### src/rtl/tube_scan_decoder.sv
// Receive side of the multiplexed seven-segment tube bus: waits for each digit to dwell stably,
// decodes it back to BCD and publishes complete 7-digit distance/price frames atomically.
module tube_scan_decoder #(
    parameter int STABLE_CYCLES  = 4,
    parameter int TIMEOUT_CYCLES = 4096
) (
    input  logic        clk,
    input  logic        rst,
    input  logic [10:0] tube_11bit,
    output logic [3:0]  distan_thous,
    output logic [3:0]  distan_hundr,
    output logic [3:0]  distan_tens,
    output logic [3:0]  distan_units,
    output logic [3:0]  price_hundr,
    output logic [3:0]  price_tens,
    output logic [3:0]  price_units,
    output logic        frame_valid,
    output logic        seg_error,
    output logic        frame_stale
);
    localparam int CW = $clog2(STABLE_CYCLES);
    localparam int TW = $clog2(TIMEOUT_CYCLES);
    localparam logic [CW-1:0] CNT_MAX = CW'(STABLE_CYCLES - 1);
    localparam logic [CW-1:0] CNT_CAP = CW'(STABLE_CYCLES - 2);
    localparam logic [TW-1:0] TO_MAX  = TW'(TIMEOUT_CYCLES - 1);
    // Sampler resets to a blanking word so an idle bus never looks like a stable digit 0.
    localparam logic [10:0] BLANK_WORD = 11'h780;

    typedef enum logic {TRACK = 1'b0, HELD = 1'b1} state_t;

    logic [10:0]   s0_q, s1_q;
    logic [CW-1:0] cnt_q, cnt_d;
    state_t        state_q, state_d;
    logic [6:0]    seen_q, seen_d;
    logic [3:0]    shadow_q [7];
    logic [3:0]    shadow_d [7];
    logic [3:0]    disp_q [7];
    logic [3:0]    disp_d [7];
    logic [TW-1:0] to_q, to_d;
    logic          stale_q, stale_d;
    logic          fv_q, fv_d;
    logic          se_q, se_d;

    logic          stable, capture, publish, timeout;
    logic          dec_ok;
    logic [3:0]    dec_bcd;

    assign stable  = (s0_q == s1_q) && (s0_q[10:7] <= 4'd6);
    assign capture = stable && (state_q == TRACK) && (cnt_q >= CNT_CAP);
    assign publish = (seen_q == 7'h7F);
    assign timeout = !capture && (to_q == TO_MAX);

    always_comb begin
        dec_ok  = 1'b1;
        dec_bcd = 4'd0;
        case (s0_q[6:0])
            7'h3F:   dec_bcd = 4'd0;
            7'h06:   dec_bcd = 4'd1;
            7'h5B:   dec_bcd = 4'd2;
            7'h4F:   dec_bcd = 4'd3;
            7'h66:   dec_bcd = 4'd4;
            7'h6D:   dec_bcd = 4'd5;
            7'h7D:   dec_bcd = 4'd6;
            7'h07:   dec_bcd = 4'd7;
            7'h7F:   dec_bcd = 4'd8;
            7'h6F:   dec_bcd = 4'd9;
            default: dec_ok  = 1'b0;
        endcase
    end

    always_comb begin
        cnt_d    = '0;
        state_d  = TRACK;
        seen_d   = (publish || timeout) ? 7'h00 : seen_q;
        shadow_d = shadow_q;
        disp_d   = disp_q;
        to_d     = (capture || timeout) ? '0 : to_q + TW'(1);
        stale_d  = stale_q;
        fv_d     = 1'b0;
        se_d     = 1'b0;

        if (stable) begin
            cnt_d   = (cnt_q == CNT_MAX) ? cnt_q : cnt_q + CW'(1);
            state_d = (capture || state_q == HELD) ? HELD : TRACK;
        end

        // Illegal patterns still consume the dwell so one bad digit raises one error.
        if (capture) begin
            if (dec_ok) begin
                shadow_d[s0_q[9:7]] = dec_bcd;
                seen_d[s0_q[9:7]]   = 1'b1;
            end else begin
                se_d = 1'b1;
            end
        end

        if (publish) begin
            disp_d  = shadow_q;
            fv_d    = 1'b1;
            stale_d = 1'b0;
        end

        if (timeout) begin
            stale_d = 1'b1;
        end
    end

    always_ff @(posedge clk) begin
        if (!rst) begin
            s0_q    <= BLANK_WORD;
            s1_q    <= BLANK_WORD;
            cnt_q   <= '0;
            state_q <= TRACK;
            seen_q  <= '0;
            to_q    <= '0;
            stale_q <= 1'b0;
            fv_q    <= 1'b0;
            se_q    <= 1'b0;
            for (int i = 0; i < 7; i++) begin
                shadow_q[i] <= '0;
                disp_q[i]   <= '0;
            end
        end else begin
            s0_q     <= tube_11bit;
            s1_q     <= s0_q;
            cnt_q    <= cnt_d;
            state_q  <= state_d;
            seen_q   <= seen_d;
            to_q     <= to_d;
            stale_q  <= stale_d;
            fv_q     <= fv_d;
            se_q     <= se_d;
            shadow_q <= shadow_d;
            disp_q   <= disp_d;
        end
    end

    assign distan_units = disp_q[0];
    assign distan_tens  = disp_q[1];
    assign distan_hundr = disp_q[2];
    assign distan_thous = disp_q[3];
    assign price_units  = disp_q[4];
    assign price_tens   = disp_q[5];
    assign price_hundr  = disp_q[6];
    assign frame_valid  = fv_q;
    assign seg_error    = se_q;
    assign frame_stale  = stale_q;

endmodule
### config.mk
export PLATFORM = sky130hd
export DESIGN_NAME = tube_scan_decoder
export DESIGN_NICKNAME = d
export VERILOG_FILES = /design/src/rtl/tube_scan_decoder.sv
export SDC_FILE = /design/constraint.sdc
export NUM_CORES = 1
export LEC_CHECK = 0
export CORE_ASPECT_RATIO = 1.75
export CORE_MARGIN = 2
export CORE_UTILIZATION = 41
export CTS_BUF_LIST = sky130_fd_sc_hd__clkbuf_4
export CTS_CLUSTER_SIZE = 24
export DETAILED_ROUTE_END_ITERATION = 10
export GPL_TIMING_DRIVEN = 0
export SYNTH_ARGS = -nofsm -noshare
export SYNTH_HDL_FRONTEND = slang
export SYNTH_SLANG_ARGS = --single-unit
### constraint.sdc
create_clock -name clk -period 2.4 [get_ports clk]
set_clock_uncertainty 0.2 [all_clocks]
set_input_delay 0.48 -clock clk [delete_from_list [all_inputs] [get_ports clk]]
set_output_delay 0.48 -clock clk [all_outputs]
set_load 0.005 [all_outputs]
* Word-level counts from Yosys, hierarchy flattened
Index checks and enable logic that the tools add are counted.
** Word-level totals
- Word-level logic and storage cells :: 80
- Output and inout bits :: 31
- Bits in registers :: 103
- Bits of input ports :: 13
** Cells by class
- Add/sub/neg operators :: 2
- Reductions and logical operators :: 16
- Bitwise gates (word level) :: 4
- Order comparisons :: 6
- Equality and inequality tests :: 14
- Multiplexer cells :: 15
** Operators by type and width (count)
- == test 7 bit (second input constant) :: 8
- case mux 4 bit (9 select lines) :: 1
- bitwise mux 28 bit :: 1
- two-way mux 7 bit :: 3
- == test 7 x 3 -> 1 bit (second input constant) :: 2
- adder 12 x 1 -> 12 bit (second input constant) :: 1
- demux 4 bit (select 3 bit) :: 1
- == test 12 bit (second input constant) :: 1
- == test 11 bit :: 1
- OR reduction 10 bit :: 1
- == test 7 x 6 -> 1 bit (second input constant) :: 1
- two-way mux 1 bit :: 7
- OR 7 bit :: 1
- logical AND 1 bit :: 6
- AND reduction 2 bit :: 3
- greater-or-equal comparator 4 bit (second input constant) :: 1
- less-or-equal comparator 4 x 3 -> 1 bit (second input constant) :: 1
- < comparator 3 x 4 -> 1 bit (second input constant) :: 1
- < comparator 4 x 1 -> 1 bit (second input constant) :: 1
- two-way mux 4 bit :: 1
- NOT 3 -> 4 bit :: 1
- demux 1 bit (select 3 bit) :: 1
- greater-or-equal comparator 3 x 1 -> 1 bit (second input constant) :: 1
- logical OR 1 bit :: 3
- other kinds (7) :: 8

* Logic depth before layout (Yosys ltp)
Gate-level depths: netlist (run 1).
- Depth after elaboration :: 11
- Mapped depth :: 8

* Worst setup path before layout (run 1)
Ideal clock, no wire load.
- Path type :: register -> register
- Start :: reg s0_q[8]
- End :: reg shadow_q[0] (netlist name)
- Arrival :: 2.294 ns
- Data required time :: 2.065 ns
- Buffers on the path :: 2
- Slack :: -0.230 ns
- Setup time :: 0.135 ns
- Stages on the path, launching flop included :: 8
- Cells stage by stage :: dfxtp_1 -> buf_2 -> xor2_1 -> or4_4 -> or4_4 -> buf_6 -> a2111o_1 -> mux2i_1
** On the way
- Cells in the longest elaborated chain, start to end :: 6
- Elaborated cells between the ends (all ways) :: 13
- Those cells by class :: order compare (3); eq/ne (1); mux (3); bitwise (1); reduce/logical (5)
** RTL lines
- start: declaration :: line 31 : logic [10:0] s0_q, s1_q;
- start signal: assignment :: line 124 : s0_q <= tube_11bit;
- NOT 3 -> 4 bit (implied by the code) :: line 90 : shadow_d[s0_q[9:7]] = dec_bcd;
- greater-or-equal comparator 4 bit (implied by the code) or < comparator 4 x 1 -> 1 bit (tied branches) :: line 90
- logical AND 1 bit (implied by the code) :: line 90
- two-way mux 4 bit (implied by the code) :: line 90
- demux 4 bit (select 3 bit) :: line 90
- bitwise mux 28 bit :: line 90
- end signal: assignment :: line 133 : shadow_q <= shadow_d;
- end: declaration :: line 35 : logic [3:0] shadow_q [7];
Parallel ways exist; a longest one is shown, timed or not.
A chain may end at the register's enable or synchronous reset.

* Final worst setup path (run 1)
- Start :: reg s0_q[8]
- End :: reg shadow_q[20] (netlist name)
Same word-level chain as after synthesis.

==> results of run 1 <==
cell families after synthesis:
logic type / count (synthesis) / share of synthesized area
AND/OR/NAND/NOR: 189 / 0.230
flip-flops: 103 / 0.511
AO/OA/AOI/OAI: 64 / 0.111
buffers and inverters: 37 / 0.0384
XOR/XNOR: 22 / 0.0478
multiplexers: 21 / 0.0521
adder cells (fa/ha/maj): 3 / 0.00930
power by group through the flow:
stage          clock (mW)  combinational [mW]  sequential (mW)
2_1_floorplan           0               0.101             1.78
3_3_place_gp            0               0.146             1.78
3_5_place_dp            0               0.148             1.78
4_1_cts             0.761               0.160             1.76
5_1_grt             0.821               0.188             1.76
6_report            0.724               0.171             1.76
sequential cells by signal, summed over array words and instances (netlist names):
name          cells
cnt_q             2
seg_error         1
distan_hundr      4
price_units       4
to_q             12
frame_stale       1
distan_units      4
frame_valid       1
price_hundr       4
state_q           1
seen_q            7
distan_thous      4
s0_q             11
price_tens        4
distan_tens       4
s1_q             11
shadow_q         28
routing by layer:
layer	vias to the layer above	wire [um]
met5	-	0
met4	0	197
met3	20	291
met2	68	5030
met1	1487	3650
li1	1616	-
cell usage in the layout, fill, tap and decap left out, types with 2 or more instances in the layout:
cell type	count
dfxtp_1	95
nand2_1	86
clkdlybuf4s50_1	42
a21oi_1	33
nor2_1	29
mux2i_1	20
and2_1	15
clkbuf_1	14
xor2_1	12
buf_4	12
nand2b_1	10
xnor2_1	9
clkbuf_4	9
inv_1	8
and3_1	7
a22o_1	7
clkinv_1	6
dfxtp_2	6
nand4_1	5
nor3_1	5
nand3_1	5
a2111o_1	5
buf_6	4
o41ai_1	4
and4_1	3
buf_1	3
ha_1	3
or4_4	2
nor4_1	2
nor4_2	2
nor2b_1	2
a21oi_2	2
nor4_4	2
dfxtp_4	2
worst reg2reg max path: cells and delay by family (launching register included):
family | cells | cell delay [ns]
muxes | 1 | 0.17
DFF | 1 | 0.36
xor gates and xnor gates | 1 | 0.14
AOI/OAI and AO/OA | 1 | 0.45
buffers and inverters | 1 | 0.12
and+or+nand+nor | 2 | 1.11
how the worst min path moves through the flow:
stage	startpoint	end	slack [ns]	cells past startpoint
3_5_place_dp	shadow_q[18]$_SDFFE_PN0P_	shadow_q[18]$_SDFFE_PN0P_	0.24	2
6_report	shadow_q[18]$_SDFFE_PN0P_	shadow_q[18]$_SDFFE_PN0P_	0.26	2
4_1_cts	shadow_q[19]$_SDFFE_PN0P_	distan_hundr[3]$_SDFFE_PN0P_	0.26	2
2_1_floorplan	shadow_q[18]$_SDFFE_PN0P_	shadow_q[18]$_SDFFE_PN0P_	0.22	2
5_1_grt	shadow_q[11]$_SDFFE_PN0P_	price_units[3]$_SDFFE_PN0P_	0.27	2
3_3_place_gp	shadow_q[18]$_SDFFE_PN0P_	shadow_q[18]$_SDFFE_PN0P_	0.24	2
cell type report:
class / instances / area, um^2 / share of cell area
Multi-Input combinational cell: 299 / 1960 / 0.396
Inverter: 10 / 37.5 / 0.00756
Buffer: 19 / 90.1 / 0.0181
Clock buffer: 9 / 67.6 / 0.0136
Timing Repair Buffer: 57 / 544 / 0.110
Clock inverter: 6 / 28.8 / 0.00580
Tap cell: 122 / 153 / 0.0308
Sequential cell: 103 / 2080 / 0.418
Antenna cell: 1 / 2.50 / 0.000504
through the flow:
step | hold WS (ns) | std cells | setup WS, ns | instance area, um^2
after CTS | 0.260 | 622 | -0.322 | 4880
after detailed placement | 0.239 | 603 | -0.766 | 4620
final | 0.259 | 626 | -0.294 | 4960
after global routing | 0.275 | 626 | -0.341 | 4960
after floorplan | 0.223 | 439 | -0.169 | 4040
after global placement | 0.238 | 603 | -0.759 | 4620
repair_timing:
action / in CTS / in global routing
endpoints found under the setup margin: 48 / 35
buffers inserted: 11 / 4
hold buffers: 0 / 0
resized for setup: 28 / 13
pin swaps: 11 / 8
==> results.md, run 1 <==
Worst setup path:
- The critical path goes through buf_6 -> xor2_2 -> or4_4 -> or4_4 -> a2111o_1 -> mux2i_1.
- The maximum fanout along the worst path is 6.
- The kind of cell with the highest combined delay along the critical path is simple AND/OR/NAND/NOR gates.
- STA classifies the critical path startpoint as a flip-flop.
- The buffer and inverter count on the worst path is 1.
- Among the stages of the critical path, the cell type that occurs most often is or4_4.
- The startpoint identified for the worst register-to-register timing path is s0_q[8]$_SDFF_PN1_.
- The critical path runs through a total of 6 cells.
- Among all stages on the critical path, the largest delay is contributed by or4_4.
- The largest stage delay on the critical path is 0.58 ns.
- The required time reported for the critical path endpoint is 2.52 ns.
- Tracing the worst setup path back leads to its startpoint at s0_q[8]$_SDFF_PN1_.
- The setup slack of the most critical reg-to-reg path is -0.29 ns.
- Following the worst setup path forward leads to its endpoint at shadow_q[20]$_SDFFE_PN0P_.
- The critical path class is flip-flop to flip-flop.
- The worst setup path is captured at a flip-flop.
- Measured in cells, the most critical reg-to-reg path has a length of 6.
- The endpoint identified for the worst register-to-register timing path is shadow_q[20]$_SDFFE_PN0P_.
- The data arrival time of the critical path is 2.81 ns.

Floorplan:
- The total die area is 0.0107 mm^2.
- The floorplan step defined a core boundary enclosing 0.00953 mm^2.
- The floorplan step set the die height to 135 um.
- In this run the horizontal extent of the chip is 79.0 um.
- The initial utilization of the core area, before any placement, comes to 0.424.
- For this design the top-level I/O count stands at 44.
- The row count is 47.

Global routing:
- The first global-routing pass estimated 15.0 mm of wire.
- Global routing finished with a remaining overflow of 0.
- The layer with the highest usage is met2.
- The met1 demand-to-capacity share in global routing is 0.194.
- The global-route track usage on met2 is 0.332.
- The met3 routing resource usage after global routing is 0.0273.
- The via count of the first global-routing pass was 3,105.
- Entering global routing, the biggest net connects 16 pins.
- The initial antenna violation count is 1.
- The global-route total usage across every layer is 0.181.

STA:
- The count of pins over their slew limit is 0.
- The worst max-slew margin expressed relative to the limit is 0.441.
- Derived from the worst setup path, the maximum achievable clock frequency is 0.371 GHz.
- Setup repair after global routing could not meet its margin everywhere.
- The final-layout setup total negative slack is -6.52 ns.
- In the finished design, the share of the clock period the worst path needs comes to 1.12.
- Setup slack on the critical path of the routed design comes to -0.294 ns.
- The count of endpoints failing hold in the final timing report is 0.
- The number of endpoints failing setup at the final stage is 35.
- The smallest clock period supported by the final layout is computed as 2.69 ns.
- The slew at the pin closest to its max-slew limit is 0.833 ns.

Synthesis:
- The cell count after synthesis is 439.
- The net count of the mapped netlist is 455.
- The synthesized flop and latch total is 103.
- For this run, the leading register cell type out of synthesis is dfxtp_1.
- The number of enable flip-flop cells after synthesis is 0.
- By count the netlist is led by 103 x dfxtp_1, 86 x nand2_1, 35 x a21oi_1.
- The biggest area contributor in the post-synthesis netlist is dfxtp_1.
- Sorting the synthesized cells by area gives the leading types as dfxtp_1 51%, nand2_1 8.0%, mux2i_1 5.2%, a21oi_1 4.3%, xor2_1 2.8%.
- The share of Yosys cell area claimed by the top area cell type is 0.511.
- The average size of a mapped cell is 9.19 um^2.
- The mapped netlist covers 0.00404 mm^2.
- The sequential-to-total area share from yosys stat is 0.511.
- The most common cell in the synthesized netlist is dfxtp_1.
- The synthesized netlist contains 47 unique library cells.
- The fraction of synthesis flops using an asynchronous set or reset pin is 0.
- Yosys printed 0 warnings.

Final layout:
- For this run, the share of the core covered by cells in the final layout is 0.521.
- The relative area change from synthesis to final layout is 23.0%.
- The fraction of layout instances using a drive strength above 1 is 0.117.
- For this run, the post-layout net count is 515.
- The fill cell instance count of the final layout is 916.

Route:
- The first-pass detailed-route iteration total is 5.
- The number of DRC violations after detailed-routing iteration 0 is 132.
- The detail-routed net length per standard cell is 14.6 um.
- The final antenna-violating net count is 0.
- The overall via count from detail_route is 3,191.
- The ratio of routed vias to standard cells is 5.10.
- In the routed design, unresolved DRC markers number 0.
- The wire length after detailed routing is 9.16 mm.

Power and ir drop:
- The power share of the sequential group is 0.663.
- The final total power is 2.65 mW.
- The cell internal power dissipation is 2.01 mW.
- The leakage dissipation is 1.82 nW.
- The maximum VDD drop is 0.303 mV.
- For this design the ratio of total power to cell area is 534 mW/mm^2.
- The net switching power figure is 0.644 mW.
- The share of total power dissipated in the clock network is 0.273.
- The net switching share of the total power is 0.243.
- The portion of total power attributed to combinational logic is 0.064.

Clocking:
- The deepest level of the CTS H-tree is 3.
- Counting along the longest clock path gives a buffer depth of 2.
- The clock edge transition at the registers on the reported setup and hold paths is 0.14 ns.
- The clock net in this run drives a total of 103 sinks.
- Buffers inserted during clock tree synthesis total 9.
- The clock insertion delay at the later pin of the skew report is 0.45 ns.
- The clock tree from TritonCTS is yes.
- The master cell of the clock root buffer is clkbuf_4.

Placed design:
- The quantity of I/O buffers inserted on ports is 42.
- The congestion estimate from routability-driven global placement came to 0.792.
- Detailed placement ended at an HPWL of 6.58 mm.

Run status:
- The final reports fail on negative setup slack.
- The flow ran to the end, but the final reports show violations.

Job:
- The max-cap check violation count is 0.

Hold path:
- The worst min-delay path class is flip-flop to flip-flop.
(Power assumes the default switching activity.)
==> run 2: changes to the inputs <==
Settings changed: ABC_AREA from default to 1, PLACE_DENSITY from default to 0.75.
==> run 2 against run 1 <==
Compared with the run above: the flow now finishes without violations; non-clock buffer count is 10 lower; clock power up 33%; maximum frequency is 20% higher; sequential power barely moved; cell area increased by 0.50%; setup slack improved by 0.44 ns; largest cell class unchanged.
==> results.md, run 2 <==
STA:
- The worst max-slew margin expressed relative to the limit was 0.568 (+0.127).
- The final-layout setup total negative slack is 0 ns (+6.52 ns).
- The post-layout worst setup margin is 0.150 ns (+0.444 ns).
- The slew at the pin closest to its max-slew limit is 0.643 ns (-0.189 ns).
- The number of endpoints failing setup at the final stage is 0 (-100%).
- The count of pins over their slew limit is 0 (unchanged).
- Setup repair after global routing left no endpoint under its margin.
- The count of endpoints failing hold in the final timing report was 0 (unchanged).
- The final critical-path share of the clock period is 0.938 (-0.185).
- The minimum period implied by the final worst setup slack is 2.25 ns (-0.444 ns).
- The achievable clock frequency came to 0.444 GHz (+20%).
- The final hold slack came to 0.238 ns (-0.0216 ns).

Route:
- The detail-routed net length per standard cell is 11.9 um (-19%).
- The wire length after detailed routing is 9.15 mm (-0.19%).
- The ratio of routed vias to standard cells was 4.77 (-6.4%).
- The number of DRC violations after detailed-routing iteration 0 is 269 (+100%).
- The final antenna-violating net count is 0 (unchanged).
- The number of DRC violations after detailed routing came to 0 (unchanged).
- The overall via count from detail_route is 3,659 (+15%).
- The first-pass detailed-route iteration total is 5 (unchanged).

Floorplan:
- The total die area is 0.0112 mm^2 (+5.0%).
- The area of the core region is 0.0102 mm^2 (+6.8%).
- The horizontal die dimension was 80.9 um (+2.5%).
- The vertical extent of the die was 139 um (+2.5%).
- The row count is 49 (+4.3%).
- The number of placed I/O pins is 44 (unchanged).
- The initial standard-cell utilization of the core was 0.417 (-0.00630).

Worst setup path:
- The type of destination of the critical path is a flip-flop.
- The type of origin of the critical path is a flip-flop.
- The required time reported for the critical path endpoint is 2.56 ns (+0.04 ns).
- The maximum fanout along the worst path came to 10 (+4).
- The critical path in this run is classified as flip-flop to flip-flop.
- The data arrival time of the critical path is 2.41 ns (-0.40 ns).

Synthesis:
- The fraction of the mapped netlist area in compound gates was 0.0807 (-0.0306).
- The sequential-to-total area share from yosys stat came to 0.486 (-0.0254).
- The share of Yosys cell area claimed by the top area cell type is 0.486 (-0.0254).
- The most used flip-flop cell after synthesis is dfxtp_1.
- The synthesis warning total is 0 (unchanged).
- The simple-gate share of the synthesized area is 0.296 (+0.0663).
- The number of distinct library cell variants in the gate-level netlist after synthesis is 29 (-38%).
- The dominant combinational cell family by area after synthesis is simple AND/OR/NAND/NOR gates.
- The net count of the mapped netlist was 598 (+31%).
- By area the synthesized netlist is led by dfxtp_1 49%, nand2_1 12%, inv_1 8.2%, nor2_1 6.4%, a21oi_1 4.6%.
- Summed over all instances, the cell type with the most area after synthesis is dfxtp_1.
- The cell with the most instances after synthesis is nand2_1.
- The synthesized-area fraction occupied by adder cells is 0.00884 (-0.000463).
- The area of the mapped netlist is 0.00425 mm^2 (+5.2%).
- The number of enable flip-flop cells after synthesis is 0 (unchanged).
- By count the netlist is led by 132 x nand2_1, 103 x dfxtp_1, 93 x inv_1.
- The fraction of synthesized cell area in xor and xnor cells is 0.0165 (-0.0313).
- The average size of a mapped cell is 7.30 um^2 (-21%).
- The fraction of synthesis flops using an asynchronous set or reset pin is 0 (unchanged).
- The synthesized flop and latch total is 103 (unchanged).
- The cell count after synthesis came to 582 (+33%).
- The multiplexer fraction of the synthesized cell area came to 0 (-0.0521).

Power and ir drop:
- The net switching share of the total power is 0.229 (-0.0140).
- The final total power came to 2.85 mW (+7.5%).
- The leakage dissipation is 2.27 nW (+24%).
- The maximum VDD drop is 0.240 mV (-21%).
- The power density over the cells is 571 mW/mm^2 (+7.0%).
- The portion of total power attributed to combinational logic is 0.048 (-0.016).
- The cell internal power dissipation is 2.20 mW (+9.5%).
- The power share of the sequential group is 0.614 (-0.049).
- The clock power share is 0.338 (+0.065).
- The net switching power figure is 0.653 mW (+1.3%).

Global routing:
- The global-route total usage across every layer is 0.172 (-0.00882).
- The via count of the first global-routing pass is 3,381 (+8.9%).
- The overflow left after global routing was 0 (unchanged).
- The met3 routing resource usage after global routing is 0.0293 (+0.00196).
- The met1 demand-to-capacity share in global routing was 0.180 (-0.0139).
- The layer with the highest usage is met2.
- The global-route track usage on met2 is 0.312 (-0.0205).
- The wire length of the first global-routing pass is 15.0 mm (+0.28%).
- The maximum number of pins on one net before global-route repair is 17 (+1).
- The initial antenna violation count is 1 (unchanged).

Clocking:
- The clock edge transition at the registers on the reported setup and hold paths is 0.15 ns (about the same).
- The CTS sink count came to 103 (unchanged).
- The root buffer cell chosen for the clock tree is clkbuf_4.
- The deepest level of the CTS H-tree is 3 (unchanged).
- The number of setup buffers added after CTS is 0 (-11).
- The number of buffers inserted during clock tree synthesis is 9 (unchanged).
- The clock insertion delay at the later pin of the skew report is 0.46 ns (about the same).
- The number of gates resized after cts is 0 (-100%).
- The buffer depth of the longest clock path came to 2 (unchanged).
- The clock tree from TritonCTS is yes.

Final layout:
- The relative area change from synthesis to final layout is 17.5%.
- The fill cell instance count of the final layout is 1,044 (+14%).
- The number of flip-flops under the largest register name is 28 (unchanged).
- The largest registers in the layout are shadow_q (28), to_q (12).
- Counting flops per register, the top entry is shadow_q.
- In the layout the commonest cells are 132 x nand2_1, 103 x dfxtp_1, 93 x inv_1, 72 x nor2_1, 43 x clkdlybuf4s50_1.
- Leaving out fill and tap cells, the most frequent cell in the layout is nand2_1.
- The fraction of layout instances using a drive strength above 1 is 0.0704 (-0.0469).
- The core occupancy in the finished layout is 0.490 (-0.0308).
- The net total in the final layout is 651 (+26%).

Job:
- The max-cap check violation count is 0 (unchanged).

Run status:
- The flow ran to the end, and the final reports show no timing, DRC or antenna violations.

Placed design:
- The worst setup slack before clock tree synthesis came to -0.127 ns (+0.639 ns).
- The quantity of I/O buffers inserted on ports is 43 (+2.4%).
- The routability congestion estimate is 0.936 (+18%).
- The post-detailed-placement half-perimeter wirelength came to 6.96 mm (+5.7%).

Hold path:
- The worst min-delay path class is flip-flop to flip-flop.
[run 2: logic make-up (layout without fill, tap and decap cells)]
group,count (synthesis),count (layout)
AO/OA/AOI/OAI,68,68
buffers and inverters,120,177
AND/OR/NAND/NOR,280,280
XOR/XNOR,8,8
other,0,1
flip-flops,103,103
adder cells (fa/ha/maj),3,3
[run 2: repair_timing]
action	in CTS	in global routing
hold buffers	0	0
setup endpoints to repair	0	5
endpoints found under the hold margin	0	0
[run 2: area by class of cell]
cell class / count / area [um^2] / share of cell area
clock inverter: 6 / 86.3 / 0.0173
sequential: 103 / 2060 / 0.413
timing repair buffer: 43 / 430 / 0.0863
inverter: 96 / 360 / 0.0722
tap: 127 / 159 / 0.0319
antenna: 1 / 2.50 / 0.000502
buffer: 23 / 111 / 0.0223
multi-input combinational: 359 / 1710 / 0.343
clock buffer: 9 / 67.6 / 0.0135
[run 2: power groups by stage]
stage               combinational, mW  clock (mW)  sequential (mW)
global route                    0.154        1.05             1.75
CTS                             0.137       0.991             1.75
floorplan                      0.0902           0             1.78
detailed placement              0.137           0             1.79
finish                          0.136       0.964             1.75
global placement                0.134           0             1.79
[run 2: worst max-delay path, stage by stage, from the launching register on]
cell and delay [ns]:
dfxtp_1 0.38, ha_1 0.18, nand2_1 0.06, inv_1 0.09
nand3_1 0.11, nor3_1 0.26, nand2_1 0.16, o211ai_1 0.36
buf_2 0.28, nor2_1 0.06
[run 2: per-stage QoR]
| stage | cells | instance area (um^2) |
|---|---|---|
| 2_1_floorplan | 582 | 4250 |
| 3_3_place_gp | 752 | 4840 |
| 3_5_place_dp | 752 | 4840 |
| 4_1_cts | 767 | 4990 |
| 5_1_grt | 767 | 4990 |
| 6_report | 767 | 4990 |
[run 2: final timing paths]
kind / startpoint / to / slack, ns / cells after the start
worst min register to register: s0_q[10]$_SDFF_PN1_ / s1_q[10]$_SDFF_PN1_ / 0.24 / 2
worst min-delay path: s0_q[10]$_SDFF_PN1_ / s1_q[10]$_SDFF_PN1_ / 0.24 / 2
worst max register to register: to_q[0]$_SDFF_PP0_ / to_q[7]$_SDFF_PP0_ / 0.15 / 9
worst max-delay path: to_q[0]$_SDFF_PP0_ / to_q[7]$_SDFF_PP0_ / 0.15 / 9
[run 2: routing by layer]
metal / share of wire / vias up
met4: 0.041 / 0
met2: 0.54 / 82
met1: 0.39 / 1643
met3: 0.029 / 28
met5: 0 / -
li1: - / 1906
==> run 3: changes to the inputs <==
Settings changed: MAX_ROUTING_LAYER from default to met4.
==> run 3 against run 2 <==
Compared with the run above: final cell count rose by 0.13%; sequential power barely moved; utilization rose by 0.30 points; global-route usage rose by 0.32 points; routed wire length fell by 0.84%; die area did not move; sequential share of layout area fell by 0.25 points; register-to-register slack improved by 0.10 ns; hold slack barely moved; first-iteration DRC count fell by 31%; flip-flop and latch count did not move; cell area rose by 0.60%.
==> results.md, run 3 (synthesis results as in run 2) <==
Floorplan:
- The total die area is 0.0112 mm^2 (unchanged).
- The vertical extent of the die was 139 um (unchanged).
- The area of the core region was 0.0102 mm^2 (unchanged).
- The initial standard-cell utilization of the core came to 0.417 (unchanged).
- The row count was 49 (unchanged).
- The number of placed I/O pins was 44 (unchanged).
- The horizontal die dimension was 80.9 um (unchanged).

Global routing:
- The wire length of the first global-routing pass came to 14.9 mm (-0.83%).
- The global-route total usage across every layer is 0.176 (+0.00318).
- The initial antenna violation count is 1 (unchanged).
- The overflow left after global routing is 0 (unchanged).
- The via count of the first global-routing pass is 3,364 (-0.50%).
- The maximum number of pins on one net before global-route repair is 17 (unchanged).

Route:
- The detail-routed net length per standard cell is 11.8 um (-0.97%).
- The number of DRC violations after detailed routing is 0 (unchanged).
- The first-pass detailed-route iteration total was 5 (unchanged).
- The ratio of routed vias to standard cells is 4.74 (-0.57%).
- The number of DRC violations after detailed-routing iteration 0 is 186 (-31%).
- The overall via count from detail_route is 3,643 (-0.44%).
- The final antenna-violating net count is 0 (unchanged).
- The wire length after detailed routing was 9.07 mm (-0.84%).

Clocking:
- The deepest level of the CTS H-tree was 3 (unchanged).
- The number of gates resized after cts is 0 (unchanged).
- The master cell of the clock root buffer is clkbuf_4.
- The hold buffer count at cts is 0 (unchanged).
- The number of buffers inserted during clock tree synthesis is 9 (unchanged).
- The clock insertion delay at the later pin of the skew report came to 0.46 ns (about the same).
- The clock edge transition at the registers on the reported setup and hold paths is 0.14 ns (about the same).
- The CTS sink count is 103 (unchanged).
- The number of setup buffers added after CTS came to 0 (unchanged).
- The buffer depth of the longest clock path came to 2 (unchanged).
- The clock tree from TritonCTS is yes.

Final layout:
- The area used by sequential logic in the layout came to 0.00206 mm^2 (unchanged).
- The number of standard cells in the final layout excluding fillers is 768 (+0.13%).
- The relative area change from synthesis to final layout is 18.2%.
- The final instance area was 0.00502 mm^2 (+0.60%).
- The largest registers in the layout are shadow_q (28), to_q (12).
- The footprint of the multi-input gates was 0.00171 mm^2 (unchanged).
- In the layout the commonest cells are 132 x nand2_1, 103 x dfxtp_1, 93 x inv_1, 72 x nor2_1, 43 x clkdlybuf4s50_1.
- The register bank with the most flops is shadow_q.
- The core occupancy in the finished layout came to 0.493 (+0.00295).
- The number of flip-flops under the largest register name is 28 (unchanged).
- The net total in the final layout is 651 (unchanged).
- The fill cell instance count of the final layout is 1,032 (-1.1%).
- The fraction of layout instances using a drive strength above 1 is 0.0734 (+0.00301).
- The library cell used most frequently in the layout, excluding fill and tap cells, is nand2_1.

STA:
- The count of pins over their slew limit is 0 (unchanged).
- The slew at the pin closest to its max-slew limit came to 0.594 ns (-0.0489 ns).
- The count of endpoints failing hold in the final timing report is 0 (unchanged).
- The number of endpoints failing setup at the final stage is 0 (unchanged).
- The final critical-path share of the clock period came to 0.894 (-0.0435).
- Setup repair after global routing left no endpoint under its margin.
- The achievable clock frequency is 0.466 GHz (+4.9%).
- The minimum period implied by the final worst setup slack is 2.15 ns (-0.104 ns).
- The final hold slack came to 0.238 ns (+0.000289 ns).
- The worst max-slew margin expressed relative to the limit is 0.601 (+0.0328).

Worst setup path:
- The worst register-to-register path begins at to_q[0]$_SDFF_PP0_.
- The destination of the worst register-to-register timing path is to_q[1]$_SDFF_PP0_.
- The worst setup path is captured at a flip-flop.
- The most frequent cell on the critical path is nand2_1.
- The required time reported for the critical path endpoint came to 2.57 ns (about the same).
- Broken down by cell family, the worst path's largest delay share belongs to simple AND/OR/NAND/NOR gates.
- The buffer and inverter count on the worst path is 2 (unchanged).
- The cell depth of the worst flop-to-flop path is 9 (unchanged).
- The signal on the critical path passes through ha_1 -> nand2_1 -> inv_1 -> nand3_1 -> nor3_1 -> nand2_1 -> o211ai_1 -> buf_2 -> nor2_1.
- STA classifies the critical path startpoint as a flip-flop.
- By startpoint and endpoint, the worst setup path is classified as flip-flop to flip-flop.
- The data arrival time of the critical path is 2.32 ns (-0.09 ns).
- The largest stage delay on the critical path was 0.38 ns (about the same).
- The slowest cell on the critical path is dfxtp_1.
- The maximum fanout along the worst path is 10 (unchanged).
- The setup slack of the most critical reg-to-reg path came to 0.25 ns (+0.10 ns).

Power and ir drop:
- The power density over the cells is 593 mW/mm^2 (+3.7%).
- The final total power is 2.97 mW (+4.3%).
- The portion of total power attributed to combinational logic is 0.046 (-0.002).
- The cell internal power dissipation was 2.32 mW (+5.7%).
- The power share of the sequential group came to 0.588 (-0.026).
- The net switching share of the total power is 0.219 (-0.0100).
- The leakage dissipation was 2.29 nW (+1.3%).
- The clock power share is 0.366 (+0.028).
- The net switching power figure was 0.651 mW (-0.22%).
- The maximum VDD drop was 0.282 mV (+17%).

Placed design:
- The routability congestion estimate is 0.945 (+0.99%).
- The placed instance area is 0.00484 mm^2 (unchanged).
- The quantity of I/O buffers inserted on ports was 43 (unchanged).
- The number of placed cells counting well taps is 752 (unchanged).
- The post-detailed-placement half-perimeter wirelength is 6.91 mm (-0.71%).

Hold path:
- The worst min-delay path startpoint is s0_q[10]$_SDFF_PN1_.
- The count of cells along the worst hold path was 2 (unchanged).
- For hold timing, the worst endpoint is s1_q[10]$_SDFF_PN1_.
- The min-delay analysis places its worst path in the category flip-flop to flip-flop.

Job:
- The max-cap check violation count is 0 (unchanged).

Run status:
- The flow ran to the end, and the final reports show no timing, DRC or antenna violations.
==> run 3: power by group through the flow <==
stage                     Sequential [mW]  Clock [mW]  Combinational [mW]
after floorplan                      1.78           0              0.0902
after global placement               1.79           0               0.134
after detailed placement             1.79           0               0.137
after CTS                            1.75        1.12               0.138
after global routing                 1.75        1.18               0.155
final                                1.75        1.09               0.136
==> run 3: through the flow <==
step / setup TNS, ns / setup slack [ns]
detailed placement: -0.900 / -0.163
floorplan: 0 / 0.535
global route: 0 / 0.0219
global placement: -0.323 / -0.0725
finish: 0 / 0.254
CTS: 0 / 0.223
==> run 3: worst min-delay path, stage by stage, from the launching register on <==
cell and delay, ns:
dfxtp_1 0.34, inv_1 0.04, nand2_1 0.04
==> run 3: worst max-delay path by stage <==
stage,to,from,cells after the start
after global placement,distan_units[2]$_SDFFE_PN0P_,rst,5
final,to_q[1]$_SDFF_PP0_,to_q[0]$_SDFF_PP0_,9
after global routing,to_q[7]$_SDFF_PP0_,to_q[0]$_SDFF_PP0_,9
after floorplan,to_q[11]$_SDFF_PP0_,to_q[0]$_SDFF_PP0_,9
after detailed placement,distan_tens[2]$_SDFFE_PN0P_,rst,5
after CTS,distan_units[0]$_SDFFE_PN0P_,seen_q[6]$_SDFF_PN0_,7
==> run 3: area by class of cell <==
class / count / share of cell area
multi-input combinational: 359 / 0.341
clock buffer: 10 / 0.0150
timing repair buffer: 43 / 0.0858
inverter: 96 / 0.0718
sequential: 103 / 0.411
clock inverter: 6 / 0.0217
buffer: 23 / 0.0222
antenna: 1 / 0.000499
tap: 127 / 0.0317
==> run 3: routing by layer <==
| layer | global-route usage | vias up | share of wire |
|---|---|---|---|
| met4 | 0.0910 | 0 | 0.032 |
| met2 | 0.306 | 68 | 0.54 |
| met1 | 0.180 | 1648 | 0.39 |
| met5 | - | - | 0 |
| met3 | 0.0352 | 17 | 0.036 |
| li1 | - | 1910 | - |
